## src/rtl/i2c_pkg.sv

```systemverilog
// Shared definitions for the I2C transaction sequencer: FSM states and error codes.
package i2c_pkg;

    typedef enum logic [2:0] {
        ST_IDLE,
        ST_CHECK,
        ST_LAUNCH,
        ST_RUN,
        ST_FINISH
    } xfer_state_t;

    localparam logic [1:0] ERR_OK      = 2'd0;
    localparam logic [1:0] ERR_NACK    = 2'd1;
    localparam logic [1:0] ERR_TIMEOUT = 2'd2;
    localparam logic [1:0] ERR_LEN     = 2'd3;

endpackage

```

## src/rtl/i2c_xfer_buf.sv

```systemverilog
// Simple dual-port byte RAM: synchronous write, registered read with read enable.
module i2c_xfer_buf #(
    parameter int DEPTH = 16,
    parameter int AW    = 4
) (
    input  logic          clock_i,
    input  logic          reset_i,
    input  logic          wr_en,
    input  logic [AW-1:0] wr_addr,
    input  logic [7:0]    wr_data,
    input  logic          rd_en,
    input  logic [AW-1:0] rd_addr,
    output logic [7:0]    rd_data
);

    logic [7:0] mem [DEPTH];

    // Storage itself is never reset; only the read register has a defined reset value.
    always_ff @(posedge clock_i) begin
        if (wr_en) begin
            mem[wr_addr] <= wr_data;
        end
    end

    always_ff @(posedge clock_i or posedge reset_i) begin
        if (reset_i) begin
            rd_data <= '0;
        end else if (rd_en) begin
            rd_data <= mem[rd_addr];
        end
    end

endmodule

```

## src/rtl/i2c_xfer_ctrl.sv

```systemverilog
// Transaction sequencer in front of the I2C multi-byte master: buffers TX/RX bytes,
// launches one master transfer per command and reports status.
module i2c_xfer_ctrl
    import i2c_pkg::*;
#(
    parameter int DEPTH     = 16,
    parameter int AW        = 4,
    parameter int LAUNCH_TO = 255
) (
    input  logic          clock_i,
    input  logic          reset_i,
    input  logic          start_i,
    input  logic          rw_i,
    input  logic          ur_i,
    input  logic [6:0]    devadr_i,
    input  logic [7:0]    regadr_i,
    input  logic [AW:0]   len_i,
    input  logic          tx_we_i,
    input  logic [AW-1:0] tx_addr_i,
    input  logic [7:0]    tx_data_i,
    input  logic [AW-1:0] rx_addr_i,
    output logic [7:0]    rx_data_o,
    output logic          busy_o,
    output logic          done_o,
    output logic [1:0]    err_o,
    output logic [AW:0]   xfer_cnt_o,
    output logic          m_enable_o,
    output logic          m_rw_o,
    output logic          m_ur_o,
    output logic [6:0]    m_devadr_o,
    output logic [7:0]    m_regadr_o,
    output logic [15:0]   m_datnum_o,
    output logic [7:0]    m_dat_o,
    input  logic [7:0]    m_dat_i,
    input  logic          m_busy_i,
    input  logic          m_dvalid_i,
    input  logic          m_newdat_i
);

    xfer_state_t   state, state_nxt;
    logic [AW:0]   len_q;
    logic [AW-1:0] ptr;
    logic [7:0]    to_cnt;
    logic          len_bad, to_hit, wr_pulse, rd_pulse, step;
    logic [AW:0]   cnt_step;
    logic          tx_rd_en;
    logic [AW-1:0] tx_rd_addr;

    assign len_bad  = (len_q == '0) || (len_q > (AW+1)'(DEPTH));
    assign to_hit   = (to_cnt == 8'(LAUNCH_TO - 1));
    // Only the pulse matching the command direction counts as a byte.
    assign wr_pulse = (state == ST_RUN) && !m_rw_o && m_newdat_i;
    assign rd_pulse = (state == ST_RUN) &&  m_rw_o && m_dvalid_i;
    assign step     = wr_pulse | rd_pulse;
    assign cnt_step = xfer_cnt_o + {{AW{1'b0}}, step};

    assign m_datnum_o = 16'(len_q);

    // The TX read register doubles as m_dat_o: byte 0 is fetched in CHECK, the next byte on each newdat.
    assign tx_rd_en   = ((state == ST_CHECK) && !len_bad) || wr_pulse;
    assign tx_rd_addr = (state == ST_CHECK) ? '0 : ptr + AW'(1);

    i2c_xfer_buf #(.DEPTH(DEPTH), .AW(AW)) u_tx_buf (
        .clock_i (clock_i),
        .reset_i (reset_i),
        .wr_en   (tx_we_i && (state == ST_IDLE)),
        .wr_addr (tx_addr_i),
        .wr_data (tx_data_i),
        .rd_en   (tx_rd_en),
        .rd_addr (tx_rd_addr),
        .rd_data (m_dat_o)
    );

    i2c_xfer_buf #(.DEPTH(DEPTH), .AW(AW)) u_rx_buf (
        .clock_i (clock_i),
        .reset_i (reset_i),
        .wr_en   (rd_pulse),
        .wr_addr (ptr),
        .wr_data (m_dat_i),
        .rd_en   (1'b1),
        .rd_addr (rx_addr_i),
        .rd_data (rx_data_o)
    );

    always_ff @(posedge clock_i or posedge reset_i) begin
        if (reset_i) begin
            state <= ST_IDLE;
        end else begin
            state <= state_nxt;
        end
    end

    always_comb begin
        state_nxt  = state;
        busy_o     = (state != ST_IDLE);
        done_o     = (state == ST_FINISH);
        m_enable_o = (state == ST_LAUNCH);
        case (state)
            ST_IDLE:   if (start_i) state_nxt = ST_CHECK;
            ST_CHECK:  state_nxt = len_bad ? ST_FINISH : ST_LAUNCH;
            ST_LAUNCH: begin
                if (m_busy_i) begin
                    state_nxt = ST_RUN;
                end else if (to_hit) begin
                    state_nxt = ST_FINISH;
                end
            end
            ST_RUN:    if (!m_busy_i) state_nxt = ST_FINISH;
            ST_FINISH: state_nxt = ST_IDLE;
            default:   state_nxt = ST_IDLE;
        endcase
    end

    always_ff @(posedge clock_i or posedge reset_i) begin
        if (reset_i) begin
            err_o      <= ERR_OK;
            xfer_cnt_o <= '0;
            m_rw_o     <= 1'b0;
            m_ur_o     <= 1'b0;
            m_devadr_o <= '0;
            m_regadr_o <= '0;
            len_q      <= '0;
            ptr        <= '0;
            to_cnt     <= '0;
        end else begin
            case (state)
                ST_IDLE: begin
                    if (start_i) begin
                        m_rw_o     <= rw_i;
                        m_ur_o     <= ur_i;
                        m_devadr_o <= devadr_i;
                        m_regadr_o <= regadr_i;
                        len_q      <= len_i;
                        ptr        <= '0;
                        xfer_cnt_o <= '0;
                        err_o      <= ERR_OK;
                        to_cnt     <= '0;
                    end
                end
                ST_CHECK: begin
                    if (len_bad) err_o <= ERR_LEN;
                end
                ST_LAUNCH: begin
                    to_cnt <= to_cnt + 8'd1;
                    if (!m_busy_i && to_hit) err_o <= ERR_TIMEOUT;
                end
                ST_RUN: begin
                    if (step) begin
                        ptr        <= ptr + AW'(1);
                        xfer_cnt_o <= cnt_step;
                    end
                    // Master dropping busy before all bytes moved means it gave up on a NACK.
                    if (!m_busy_i && (cnt_step < len_q)) err_o <= ERR_NACK;
                end
                default: ;
            endcase
        end
    end

endmodule

```

## config.mk

```make
export PLATFORM = sky130hd
export DESIGN_NAME = i2c_xfer_ctrl
export DESIGN_NICKNAME = d
export VERILOG_FILES = /design/src/rtl/i2c_pkg.sv /design/src/rtl/i2c_xfer_buf.sv /design/src/rtl/i2c_xfer_ctrl.sv
export SDC_FILE = /design/constraint.sdc
export NUM_CORES = 1
export LEC_CHECK = 0
export BUFFER_PORTS_ARGS = -buffer_cell sky130_fd_sc_hd__buf_2
export CORE_MARGIN = 2
export CORE_UTILIZATION = 55
export CTS_CLUSTER_DIAMETER = 120
export DETAILED_ROUTE_END_ITERATION = 7
export PLACE_DENSITY = 0.74
export SETUP_SLACK_MARGIN = 0.4
export SYNTH_ARGS = -nofsm -noshare
export SYNTH_HDL_FRONTEND = slang
export SYNTH_HIERARCHICAL = 1
export SYNTH_SLANG_ARGS = --single-unit
```

## constraint.sdc

```tcl
create_clock -name clock_i -period 4.55 [get_ports clock_i]
set_input_delay 0.455 -clock clock_i [delete_from_list [all_inputs] [get_ports clock_i]]
set_output_delay 0.455 -clock clock_i [all_outputs]
set_load 0.03 [all_outputs]
```

# Word-level counts from Yosys, hierarchy flattened
# Memories as Yosys holds them, arrays and structs flattened. A register that Yosys moved wholly into a read port is not among the register bits.
# Cells that the tools add are included.
[word_totals] output_inout_bits=59 register_bits=44 word_cells=78 inputBits=53 memories=2 ram_bits=256
[classes] addsub=3 order_cmp=2 mux=24 reduce_logical=24 bitwise=1 n_eq_ne=12
[mem_list] memory="u_rx_buf.mem" depth=16 word_bits=8 read_ports=1 rd_clocked_by_memory_dff=1 write_ports=1 line="i2c_xfer_buf.sv:16" rtl="logic [7:0] mem [DEPTH];"
[mem_list] memory="u_tx_buf.mem" depth=16 word_bits=8 read_ports=1 rd_clocked_by_memory_dff=1 write_ports=1 line="i2c_xfer_buf.sv:16"
[ops] operator="$pmux 8 s2" n=1
[ops] operator="$mux 3" n=5
[ops] operator="$mux 4" n=3
[ops] operator="$pmux 3 s4" n=1
[ops] operator="$mux 5" n=2
[ops] operator="$pmux 5 s2" n=1
[ops] operator="$add 8x1->8 const B" n=1
[ops] operator="$eq 8x8->1 const B" n=1
[ops] operator="$logic_and 1x1->1" n=8
[ops] operator="$mux 2" n=4
[ops] operator="$mux 8" n=1
[ops] operator="$ne 2x2->1 const B" n=4
[ops] operator="$pmux 2 s4" n=1
[ops] operator="$pmux 4 s2" n=1
[ops] operator="$eq 3x2->1 const B" n=2
[ops] operator="$reduce_and 3->1" n=2
[ops] operator="$add 5x1->5" n=1
[ops] operator="$gt 5x5->1 const B" n=1
[ops] operator="$logic_not 5->1" n=1
[ops] operator="$lt 5x5->1" n=1
[ops] operator="$reduce_and 5->1" n=1
[ops] operator="$add 4x1->4 const B" n=1
[ops] operator="$mux 1" n=4
[ops] operator="$ne 2x1->1 const B" n=2
[ops] operator="11 further kinds" n=16

# Depth between registers and ports, before layout
# Gate-level depths: netlist of the first run.
[depth] ltp_word=9 mapped_depth=13 depth_no_buf=11

# Modules after synthesis
# The synthesis of the first run kept the hierarchy.
[modules_own_cells] mod="i2c_xfer_buf" cells_each=241 seq_area_each_um2=4043.9 area_each_um2=5335.1 n_inst=2
[modules_own_cells] mod="i2c_xfer_ctrl" cells_each=254 seq_area_each_um2=1101.1 area_each_um2=2307.2 n_inst=1

# Least setup slack after synthesis of the first run
# OpenSTA, ideal clock, no wires.
[synth_timing] kind="register to register" from="register state[2]" to="register err_o[0]" setup_time_ns=0.128 required_ns=4.422 t_arrival_ns=2.799 n_path_buf=2 synth_period_minus_slack_ns=2.927 stages_incl_launch_ff=14 setup_slack_ns=1.623 path_cell_list="dfrtp_1 buf_2 nand3b_2 a21oi_2 buf_4 ha_1 ha_1 nand3_1 xnor2_1 ha_1 a211oi_1 o21ai_1 a211oi_2 mux2_1"
[synth_between] elab_chain_cells=9 word_cells_on_any_way=19 cone_classes="add/sub (1); order compare (1); eq/ne (7); mux (1); bitwise (1); reduce/logical (8)"
[synth_lines] element="start, declared" line="i2c_xfer_ctrl.sv:40" rtl="xfer_state_t state, state_nxt;"
[synth_lines] element="start signal, assigned" line="i2c_xfer_ctrl.sv:89" rtl="state <= state_nxt;"
[synth_lines] element="$eq 3x2->1" line="i2c_xfer_ctrl.sv:52, i2c_xfer_ctrl.sv:53, i2c_xfer_ctrl.sv:126"
[synth_lines] element="$logic_and 1x1->1, on equally long branches (2 in a row)" line="i2c_xfer_ctrl.sv:52, i2c_xfer_ctrl.sv:53"
[synth_lines] element="$or 1x1->1" line="i2c_xfer_ctrl.sv:54" rtl="assign step = wr_pulse | rd_pulse;"
[synth_lines] element="$add 5x1->5" line="i2c_xfer_ctrl.sv:55" rtl="assign cnt_step = xfer_cnt_o + {{AW{1'b0}}, step};"
[synth_lines] element="$lt 5x5->1" line="i2c_xfer_ctrl.sv:153" rtl="if (!m_busy_i && (cnt_step < len_q)) err_o <= ERR_NACK;"
[synth_lines] element="$logic_and 1x1->1" line="i2c_xfer_ctrl.sv:153"
[synth_lines] element="$ne 2x1->1 (no source line)"
[synth_lines] element="$reduce_and 5->1 (no source line)"
[synth_lines] element="end signal, assigned" line="i2c_xfer_ctrl.sv:141" rtl="if (len_bad) err_o <= ERR_LEN;"
[synth_lines] element="end signal, assigned" line="i2c_xfer_ctrl.sv:145" rtl="if (!m_busy_i && to_hit) err_o <= ERR_TIMEOUT;"
[synth_lines] element="end signal, assigned" line="i2c_xfer_ctrl.sv:153"
[synth_lines] element="end, declared" line="i2c_xfer_ctrl.sv:25" rtl="output logic [1:0] err_o,"
# Parallel ways exist; a longest one is shown, timed or not.
# A chain may end at the register's enable or synchronous reset.

# Worst setup path after layout of the first run
[layout_timing] from="register state[1]" to="register err_o[0]"
# The elaborated chain is that of the path after synthesis.

==> results.md, run 1 <==
* Main combinational cell family by area after synthesis: multiplexers
* Number of violations of the max-capacitance limit at 0
* Path type of the worst setup path: flop to flop
* Slew @ Worst Pin at 1.29 ns
* Pin count of the biggest net entering global routing at 45
* Sequential element share of the synthesized area at 0.708
* Xor and xnor area share after synthesis at 0.00405
* Count of filler cells inserted in the layout at 1,628
* Final instance area at 14,800 µm²
* Main flop type after synthesis: edfxtp_1
* Max-slew violation total from the final report at 0
* Largest delay contributor family on the critical path: compound AO/OA/AOI/OAI gates
* Final hold violations at 0
* Area taken by flip-flops and latches at 9190 µm²
* Yosys top cell by area: edfxtp_1
* Fraction of layout cells with a size suffix above 1 at 0.292
* Final Hold Slack at 0.101 ns
* Most numerous cell in the Yosys netlist: edfxtp_1
* Proportion of netlist area held by the largest area contributor at 0.592
* ANT cells at 0
* CTS Buffer Depth at 3
* Critical path capture point type: flop
* CP peak stage delay at 0.65 ns
* Clk_lat worst skew at 0.56 ns
* Slew headroom at 0.134
* Yosys warns at 6
* Detailed Route WL at 25,900 µm
* Setup violations, final at 0
* Number of detailed-routing iterations run before antenna repair at 6
* Overall fraction of global-route tracks in use at 0.212
* M1 wire length at 10,100 µm
* Synth Area in Compound Gates at 0.0484
* Fin crit period at 3.52 ns
* Master cell of the clock root buffer: clkbuf_16
* Cells resized by post-CTS repair at 0
* Uppermost metal layer occupied by signal nets: met4
* Required time of the worst setup path at 4.97 ns
* Portion of the clock cycle consumed by the worst path in the final layout at 0.774
* Die outline area at 24,800 µm²
* Count of nets after finishing at 903
* CTS sink cnt at 316
* Ports placed on the boundary at 112
* Simple logic cell fraction of the synthesized area at 0.0656
* Cts-stage hold buffer count at 1
* Status: complete, no violations
* Post-CTS setup buffers at 0
* Initial antenna violation count at 0
* Residual DRC at 0
* WP data arrival at 3.95 ns
* ANT nets after route at 0
* Number of vias after detailed routing at 6,819
* HPWL after DPL at 16,900 µm
* Commonest cells in the netlist: edfxtp_1, nand2_1, dfrtp_1
* Clk pin slew, worst setup/hold paths at 0.06 ns
* Area delta synth->final at 13.7%
* Vias per cell at 5.76
* Hold Path Class: input pin to flop
* Post-Synth Adder-Cell Area at 0.00868
* Power density over the cells at 532 nW/µm²
* Clock tree from TritonCTS: done
* # placed instances at 1,127
* Cell Chain, Critical Path: nand3b_2, a21oi_2, ha_1, ha_1, nand3_1, xnor2_1, ha_1, a211oi_1, o21ai_1, a211oi_2, mux2_1
* Routed wl met3 at 1200 µm
* Number of rows created at floorplan at 56
* Layout Cells excl Fill at 1,184
* H-Tree Depth at 1
* Synth async-reset ratio at 0.190
* Average wire length per cell after detail routing at 21.9 µm
* Vertical extent of the die at 158 µm
* Final Wtd Congestion at 0.808
* Most common cell on crit path: ha_1
* Worst clock skew at 0.0158 ns
* Biggest fanout along the worst timing path at 14
* VDD IR max at 290 µV
* Number of flops mapped to enable cells by yosys at 256
* Flop and latch count out of synthesis at 316
* Buf+Inv Stages, Crit Path at 0
* DRT iter0 DRCs at 519
* RSZ-0062 raised after global routing: no
* Critical Path Source Type: flop
* Cells taking the most area after synthesis: edfxtp_1, dfrtp_1, mux4_2
* Overflow left after global routing at 0
* Mapped Cells at 736
* Synthesized area at 13,000 µm²
* Critical-path top delay cell: dfrtp_1
* Initial core utilization at 0.556
* Placed cell areas at 13,600 µm²
* Vias in the first global route at 7,183
* Leakage at 5.37 nW
* Floorplan core area at 23,300 µm²
* Die W at 158 µm
* First-pass GRT wire length at 39,700 µm
* Setup total negative slack at 0 ns
* Number of buffers inserted by port buffering at 100
* Num CTS Buffers at 30
* Routed wl met2 at 14,100 µm
* Synth cell types at 53
* Average cell area after synthesis at 17.6 µm²
* Proportion of synthesized area in mux cells at 0.129
* End-of-flow core utilization at 0.633
* Upper clock frequency limit at 284 MHz
* Multi-input gate area in the final layout at 3390 µm²
## tightest hold or removal path: stages
cell and delay (ns):
buf_2 0.07, nand2_1 0.04, nand2_1 0.05
## cells in the final DEF (no fill, tap or decap), types with 3 or more instances in the layout
cell / n
conb_1: 12
nor2_1: 49
nand2_1: 74
nand4_1: 3
o21ai_1: 6
bufinv_16: 9
mux4_2: 52
clkbuf_1: 3
ha_1: 9
buf_2: 100
nand3_1: 11
a221oi_2: 16
buf_4: 11
nand2b_1: 10
mux2i_1: 16
clkbuf_8: 3
a21oi_1: 5
o22ai_2: 3
nor3_1: 9
xnor2_1: 4
or2_2: 3
clkinv_2: 8
edfxtp_1: 256
mux4_1: 12
o21ai_0: 14
inv_1: 10
and2_1: 5
a22o_1: 5
dfrtp_1: 60
nand3b_1: 5
o22ai_1: 14
clkbuf_16: 30
nor2b_1: 3
## sequential cells by signal, indices dropped and copies added (netlist names)
name	cells
u_rx_buf/mem	128
m_ur_o	1
len_q	5
to_cnt	8
m_devadr_o	7
err_o	2
u_tx_buf/rd_data	8
u_tx_buf/mem	128
m_regadr_o	8
u_rx_buf/rd_data	8
m_rw_o	1
ptr	4
xfer_cnt_o	5
state	3
## routing by layer
metal / vias to the layer above / global-route usage
met5: - / 0
met4: 0 / 0.0550
met3: 42 / 0.0328
met2: 201 / 0.388
met1: 3517 / 0.264
li1: 3059 / -
## final timing paths
kind                            slack (ns)                   to          start  cells past startpoint
worst min-delay path                  0.10        m_devadr_o[0]    devadr_i[0]                      3
worst max-delay path                  1.03             err_o[0]       state[1]                     11
min in group asynchronous             0.46  u_rx_buf/rd_data[5]        reset_i                      3
worst min register to register        0.47        m_devadr_o[0]  m_devadr_o[0]                      2
max in group asynchronous             3.52        m_regadr_o[0]        reset_i                      4
worst max register to register        1.03             err_o[0]       state[1]                     11
## through the flow
stage | worst slack [ns] | total power, mW
6_report | 1.03 | 7.85
5_1_grt | 0.774 | 8.16
4_1_cts | 1.04 | 7.90
3_5_place_dp | 1.05 | 5.10
3_3_place_gp | 1.35 | 5.03
2_1_floorplan | 1.62 | 4.71
## area by class of cell
type | count | share of cell area
clock inverters | 20 | 0.0230
flip-flops and latches | 316 | 0.623
inverters | 12 | 0.00305
multi-input cells | 369 | 0.230
clock buffers | 36 | 0.0544
repair buffers | 112 | 0.0402
well taps | 319 | 0.0270
## logic make-up after synthesis
group	after synthesis
AND/OR/NAND/NOR	184
multiplexers	83
buffers and inverters	61
other	2
XOR/XNOR	6
adder cells (fa/ha/maj)	9
flip-flops	316
AO/OA/AOI/OAI	75
## power breakdown
part           internal (mW)  switching [mW]  leakage (nW)
Combinational          0.522            1.02          1.76
Clock                   1.77            1.04         0.566
Sequential              3.33           0.175          3.05
Total                   5.62            2.24          5.37
Note: power is estimated with default switching activity, not from simulation.
==> run 2: changes to the inputs <==
- CORE_UTILIZATION: 55 -> 54
- PLACE_DENSITY: 0.74 -> 0.76
- clock period: 4.55 -> 3.1 ns (I/O delays scaled with it)
==> run 2 against run 1 <==
Total power rose by 47%. Cell count rose by 6.2%. Worst hold slack got worse by 0.063 ns. Global-route usage barely moved. Non-clock buffer count rose by 71. Clock-buffer cell count rose by 6. Combinational power rose by 64%. Core utilization rose by 2.2 points. Sequential power rose by 45%. Register-to-register slack got worse by 0.55 ns. Critical path depth did not move. Critical path type unchanged. Routed wire length rose by 1.6%.
==> results.md, run 2 (same netlist as run 1, synthesis figures left out) <==
* Count of nets after finishing at 976
* CTS sink cnt at 316
* Portion of the clock cycle consumed by the worst path in the final layout at 0.845
* Vias per cell at 5.67
* Clock tree from TritonCTS: done
* Count of filler cells inserted in the layout at 1,586
* Number of rows created at floorplan at 56
* Final Wtd Congestion at 0.793
* Vias in the first global route at 7,404
* Number of vias after detailed routing at 7,121
* Max-slew violation total from the final report at 0
* WP data arrival at 3.06 ns
* Commonest non-fill, non-tap cell in the layout: edfxtp_1
* Clk_lat worst skew at 0.55 ns
* Worst clock skew at 0.0191 ns
* Setup violations, final at 0
* Die outline area at 25,300 µm²
* Vertical extent of the die at 159 µm
* Final hold violations at 0
* Ports placed on the boundary at 112
* Residual DRC at 0
* Average wire length per cell after detail routing at 21.0 µm
* Number of detailed-routing iterations run before antenna repair at 5
* Num CTS Buffers at 30
* First-pass GRT wire length at 41,400 µm
* ANT nets after route at 0
* RSZ-0062 raised after global routing: yes
* Initial core utilization at 0.551
* ANT cells at 0
* Overall fraction of global-route tracks in use at 0.212
* Setup total negative slack at 0 ns
* Overflow left after global routing at 0
* Fraction of layout cells with a size suffix above 1 at 0.334
* Critical path capture point type: flop
* Detailed Route WL at 26,400 µm
* HPWL after DPL at 16,300 µm
* Path type of the worst setup path: flop to flop
* Fin crit period at 2.62 ns
* Pin count of the biggest net entering global routing at 45
* Critical Path Source Type: flop
* VDD IR max at 522 µV
* DRT iter0 DRCs at 472
* Master cell of the clock root buffer: clkbuf_16
* Final instance area at 15,400 µm²
* Leakage at 5.73 nW
* Slew headroom at 0.387
* Area delta synth->final at 18.8%
* Number of violations of the max-capacitance limit at 0
* H-Tree Depth at 1
* Placed cell areas at 13,900 µm²
* Clk pin slew, worst setup/hold paths at 0.07 ns
* Slew @ Worst Pin at 0.918 ns
* Required time of the worst setup path at 3.54 ns
* Die W at 159 µm
* Hold Path Class: input pin to flop
* Number of buffers inserted by port buffering at 100
* Commonest cells after routing, fill and taps aside: edfxtp_1, buf_2, nand2_1
* Floorplan core area at 23,500 µm²
* Power density over the cells at 747 nW/µm²
* CTS Buffer Depth at 3
* Largest registers ranked by flip-flop count: u_rx_buf/mem (128), u_tx_buf/mem (128)
* Status: complete, no violations
* Initial antenna violation count at 0
* Biggest fanout along the worst timing path at 2
* Upper clock frequency limit at 382 MHz
-- run 2: critical path, stage by stage (launching register included) --
cell and delay [ns]:
dfrtp_1 0.40, nand3b_4 0.17, a21oi_4 0.15, ha_4 0.18
nand3_4 0.08, xnor2_2 0.15, ha_1 0.30, a21o_1 0.19
a211oi_2 0.20, o21ai_1 0.10, a211oi_2 0.24, mux2_1 0.34
-- run 2: layout make-up --
type | count | area [µm²] | share of cell area
repair buffers | 183 | 1190 | 0.0771
flip-flops and latches | 316 | 9190 | 0.596
well taps | 319 | 399 | 0.0259
clock inverters | 14 | 226 | 0.0147
inverters | 12 | 45.0 | 0.00292
clock buffers | 42 | 847 | 0.0550
multi-input cells | 371 | 3520 | 0.228
-- run 2: power by group --
part / total [mW] / leakage (nW) / internal, mW / switching, mW
clock: 3.90 / 0.526 / 2.40 / 1.49
sequential: 5.09 / 3.04 / 4.89 / 0.202
combinational: 2.52 / 2.16 / 0.908 / 1.61
-- run 2: routing by layer --
metal / vias up / track usage / wire length (µm)
met3: 41 / 0.0313 / 1130
met4: 0 / 0.0649 / 573
met2: 218 / 0.373 / 13800
met1: 3655 / 0.276 / 10900
met5: - / 0 / 0
li1: 3207 / - / -
-- run 2: stage by stage --
stage | hold slack, ns | worst slack, ns | instances | utilization | power (mW)
after detailed placement | 0.341 | 0.292 | 1164 | 0.592 | 7.55
after floorplan | 0.126 | 0.343 | 746 | - | 6.93
after global placement | 0.329 | 0.372 | 1164 | 0.592 | 7.51
final | 0.0377 | 0.479 | 1257 | 0.655 | 11.5
after CTS | 0.0261 | 0.416 | 1254 | 0.653 | 11.5
after global routing | 0.0370 | 0.388 | 1257 | 0.655 | 12.0
-- run 2: repair_timing --
| action | in CTS | in global routing |
|---|---|---|
| hold buffers | 23 | 0 |
| resized for setup | 7 | 4 |
| endpoints found under the setup margin | 4 | 8 |
| gates cloned | 2 | 0 |
| setup buffers | 9 | 3 |
| pin swaps | 5 | 7 |
| hold endpoints to repair | 38 | 0 |
-- run 2: final timing paths --
kind / slack (ns) / cells past startpoint / from / endpoint
max in group asynchronous: 1.89 / 3 / reset_i / m_rw_o
worst max-delay path: 0.48 / 11 / state[2] / err_o[1]
min in group asynchronous: 0.34 / 3 / reset_i / u_rx_buf/rd_data[6]
worst min-delay path: 0.04 / 3 / start_i / state[0]
worst max register to register: 0.48 / 11 / state[2] / err_o[1]
worst min register to register: 0.47 / 2 / m_devadr_o[0] / m_devadr_o[0]
==> run 3: changes to the inputs <==
- CORE_UTILIZATION: 54 -> 55
- PLACE_DENSITY: 0.76 -> 0.74
- clock period: 3.1 -> 2.5 ns (I/O delays scaled with it)
==> run 3 against run 2 <==
Fmax shrank 2.1%. Largest power group unchanged. Critical path depth unchanged. Clock-buffer cell count is 6 lower. Total power rose by 29%. First-iteration DRC count increased by 55%. Critical path type unchanged. The flow now finishes with violations (setup timing).
==> results.md, run 3 (same netlist as run 1, synthesis figures left out) <==
* Status: finished with violations
* Violations in the final reports: setup timing
* Average wire length per cell after detail routing at 22.5 µm
* Final hold violations at 0
* Area delta synth->final at 23.0%
* CTS Buffer Depth at 3
* Vias in the first global route at 7,552
* Clock power share at 0.332
* Number of vias after detailed routing at 7,365
* Pin count of the biggest net entering global routing at 45
* Number of rows created at floorplan at 56
* Vias per cell at 5.79
* Net switching power figure at 4.37 mW
* Final Wtd Congestion at 0.800
* Portion of the clock cycle consumed by the worst path in the final layout at 1.07
* WP data arrival at 3.11 ns
* Most common cell on crit path: a211oi_2
* Biggest fanout along the worst timing path at 3
* Number of detailed-routing iterations run before antenna repair at 5
* Slew @ Worst Pin at 0.902 ns
* Initial antenna violation count at 0
* Clock tree from TritonCTS: done
* Clk pin slew, worst setup/hold paths at 0.06 ns
* Max-slew violation total from the final report at 0
* VDD IR max at 521 µV
* Critical path capture point type: flop
* Fraction of power consumed by combinational cells at 0.242
* Count of nets after finishing at 989
* CTS sink cnt at 316
* Largest registers ranked by flip-flop count: u_rx_buf/mem (128), u_tx_buf/mem (128)
* Share of total power consumed by net switching at 0.295
* Upper clock frequency limit at 373 MHz
* ANT nets after route at 0
* Power density over the cells at 928 nW/µm²
* Setup WS post-layout at -0.178 ns
* Leakage at 5.85 nW
* Residual DRC at 0
* Critical Path Source Type: flop
* Power Internal at 10.4 mW
* Slew headroom at 0.398
* HPWL after DPL at 17,400 µm
* Overall fraction of global-route tracks in use at 0.235
* Commonest cells after routing, fill and taps aside: edfxtp_1, buf_2, nand2_1
* Path type of the worst setup path: flop to flop
* Die W at 158 µm
* Cell Chain, Critical Path: nand2b_4, a21oi_4, ha_4, nand3_4, xnor2_2, ha_1, a21o_1, a211oi_2, o21ai_1, a211oi_2, mux2_1
* Worst clock skew at 0.0152 ns
* ANT cells at 0
* Num CTS Buffers at 31
* Initial core utilization at 0.556
* Number of violations of the max-capacitance limit at 0
* Final Hold Slack at 0.0425 ns
* RSZ-0062 raised after global routing: yes
* Setup violations, final at 2
* Final instance area at 16,000 µm²
* Critical-path top delay cell: dfrtp_2
* CP peak stage delay at 0.41 ns
* Number of buffers inserted by port buffering at 100
* Commonest non-fill, non-tap cell in the layout: edfxtp_1
* DRT iter0 DRCs at 733
* Overflow left after global routing at 0
* Required time of the worst setup path at 2.93 ns
* Master cell of the clock root buffer: clkbuf_16
* Floorplan core area at 23,300 µm²
* H-Tree Depth at 1
* Clk_lat worst skew at 0.56 ns
* Ports placed on the boundary at 112
* Fraction of layout cells with a size suffix above 1 at 0.381
* Worst slack after detailed placement at -0.314 ns
* First-pass GRT wire length at 43,800 µm
* Fin crit period at 2.68 ns
* Flop pwr share at 0.426
* Count of filler cells inserted in the layout at 1,449
* Vertical extent of the die at 158 µm
* Hold Path Class: input pin to flop
* Placed cell areas at 14,100 µm²
* Setup total negative slack at -0.339 ns
* Die outline area at 24,800 µm²
* Detailed Route WL at 28,600 µm
-- run 3: cell count changes in the layout (fill, tap and decap cells not counted), sizes merged --
cell	before	now
nor2	54	52
clkbuf	42	38
clkinv	6	10
buf	160	171
clkinvlp	1	4
inv	13	14
dlygate4sd3	23	24
-- run 3: worst paths after layout --
kind                               start                   to  slack, ns  depth (start not counted)
max in group asynchronous        reset_i               m_rw_o       1.35                          3
hold reg to reg            m_devadr_o[4]        m_devadr_o[4]       0.48                          2
hold / removal                  m_busy_i             state[0]       0.04                          3
setup reg to reg                  m_rw_o             err_o[1]      -0.18                         11
min in group asynchronous        reset_i  u_rx_buf/rd_data[5]       0.27                          3
setup / recovery                  m_rw_o             err_o[1]      -0.18                         11
-- run 3: cell type report --
| cell class | instances | area (µm²) | area share |
|---|---|---|---|
| multi-input combinational | 369 | 3740 | 0.234 |
| sequential | 316 | 9190 | 0.576 |
| tap | 319 | 399 | 0.0250 |
| inverter | 12 | 45.0 | 0.00282 |
| clock buffer | 36 | 815 | 0.0510 |
| timing repair buffer | 197 | 1490 | 0.0931 |
| clock inverter | 22 | 280 | 0.0176 |
-- run 3: what timing repair did --
item | in CTS | in global routing
gates resized for setup | 47 | 22
setup endpoints to repair | 62 | 70
endpoints found under the hold margin | 83 | 0
cloned | 2 | 1
setup buffers | 13 | 2
hold buffers | 24 | 0
pin swaps | 11 | 14
-- run 3: power by group through the flow --
stage	Clock (mW)	Combinational, mW	Sequential, mW
6_report	4.91	3.58	6.31
5_1_grt	5.18	3.82	6.34
4_1_cts	4.97	3.46	6.29
3_5_place_dp	0	3.06	6.40
3_3_place_gp	0	2.99	6.38
2_1_floorplan	0	1.71	6.89
-- run 3: per-stage QoR --
stage | power, mW | instances | util
floorplan | 8.60 | 746 | -
global placement | 9.36 | 1171 | 0.603
detailed placement | 9.46 | 1171 | 0.603
CTS | 14.7 | 1268 | 0.677
global route | 15.3 | 1271 | 0.684
finish | 14.8 | 1271 | 0.684
-- run 3: per-layer routing --
layer | GRT usage | wire length [µm] | vias up | part of all wire
met5 | 0 | 0 | - | 0
met4 | 0.0697 | 785 | 0 | 0.027
met3 | 0.0348 | 1400 | 54 | 0.049
met2 | 0.413 | 15100 | 256 | 0.53
met1 | 0.307 | 11300 | 3821 | 0.40
li1 | - | - | 3234 | -
-- run 3: critical path, delay by kind of cell (launching register included) --
kind                     cells  cell delay [ns]
adder cells (fa/ha/maj)      2             0.50
multiplexers                 1             0.35
AND/OR/NAND/NOR              2             0.24
flip-flops                   1             0.41
XOR/XNOR                     1             0.16
AO/OA/AOI/OAI                5             0.91
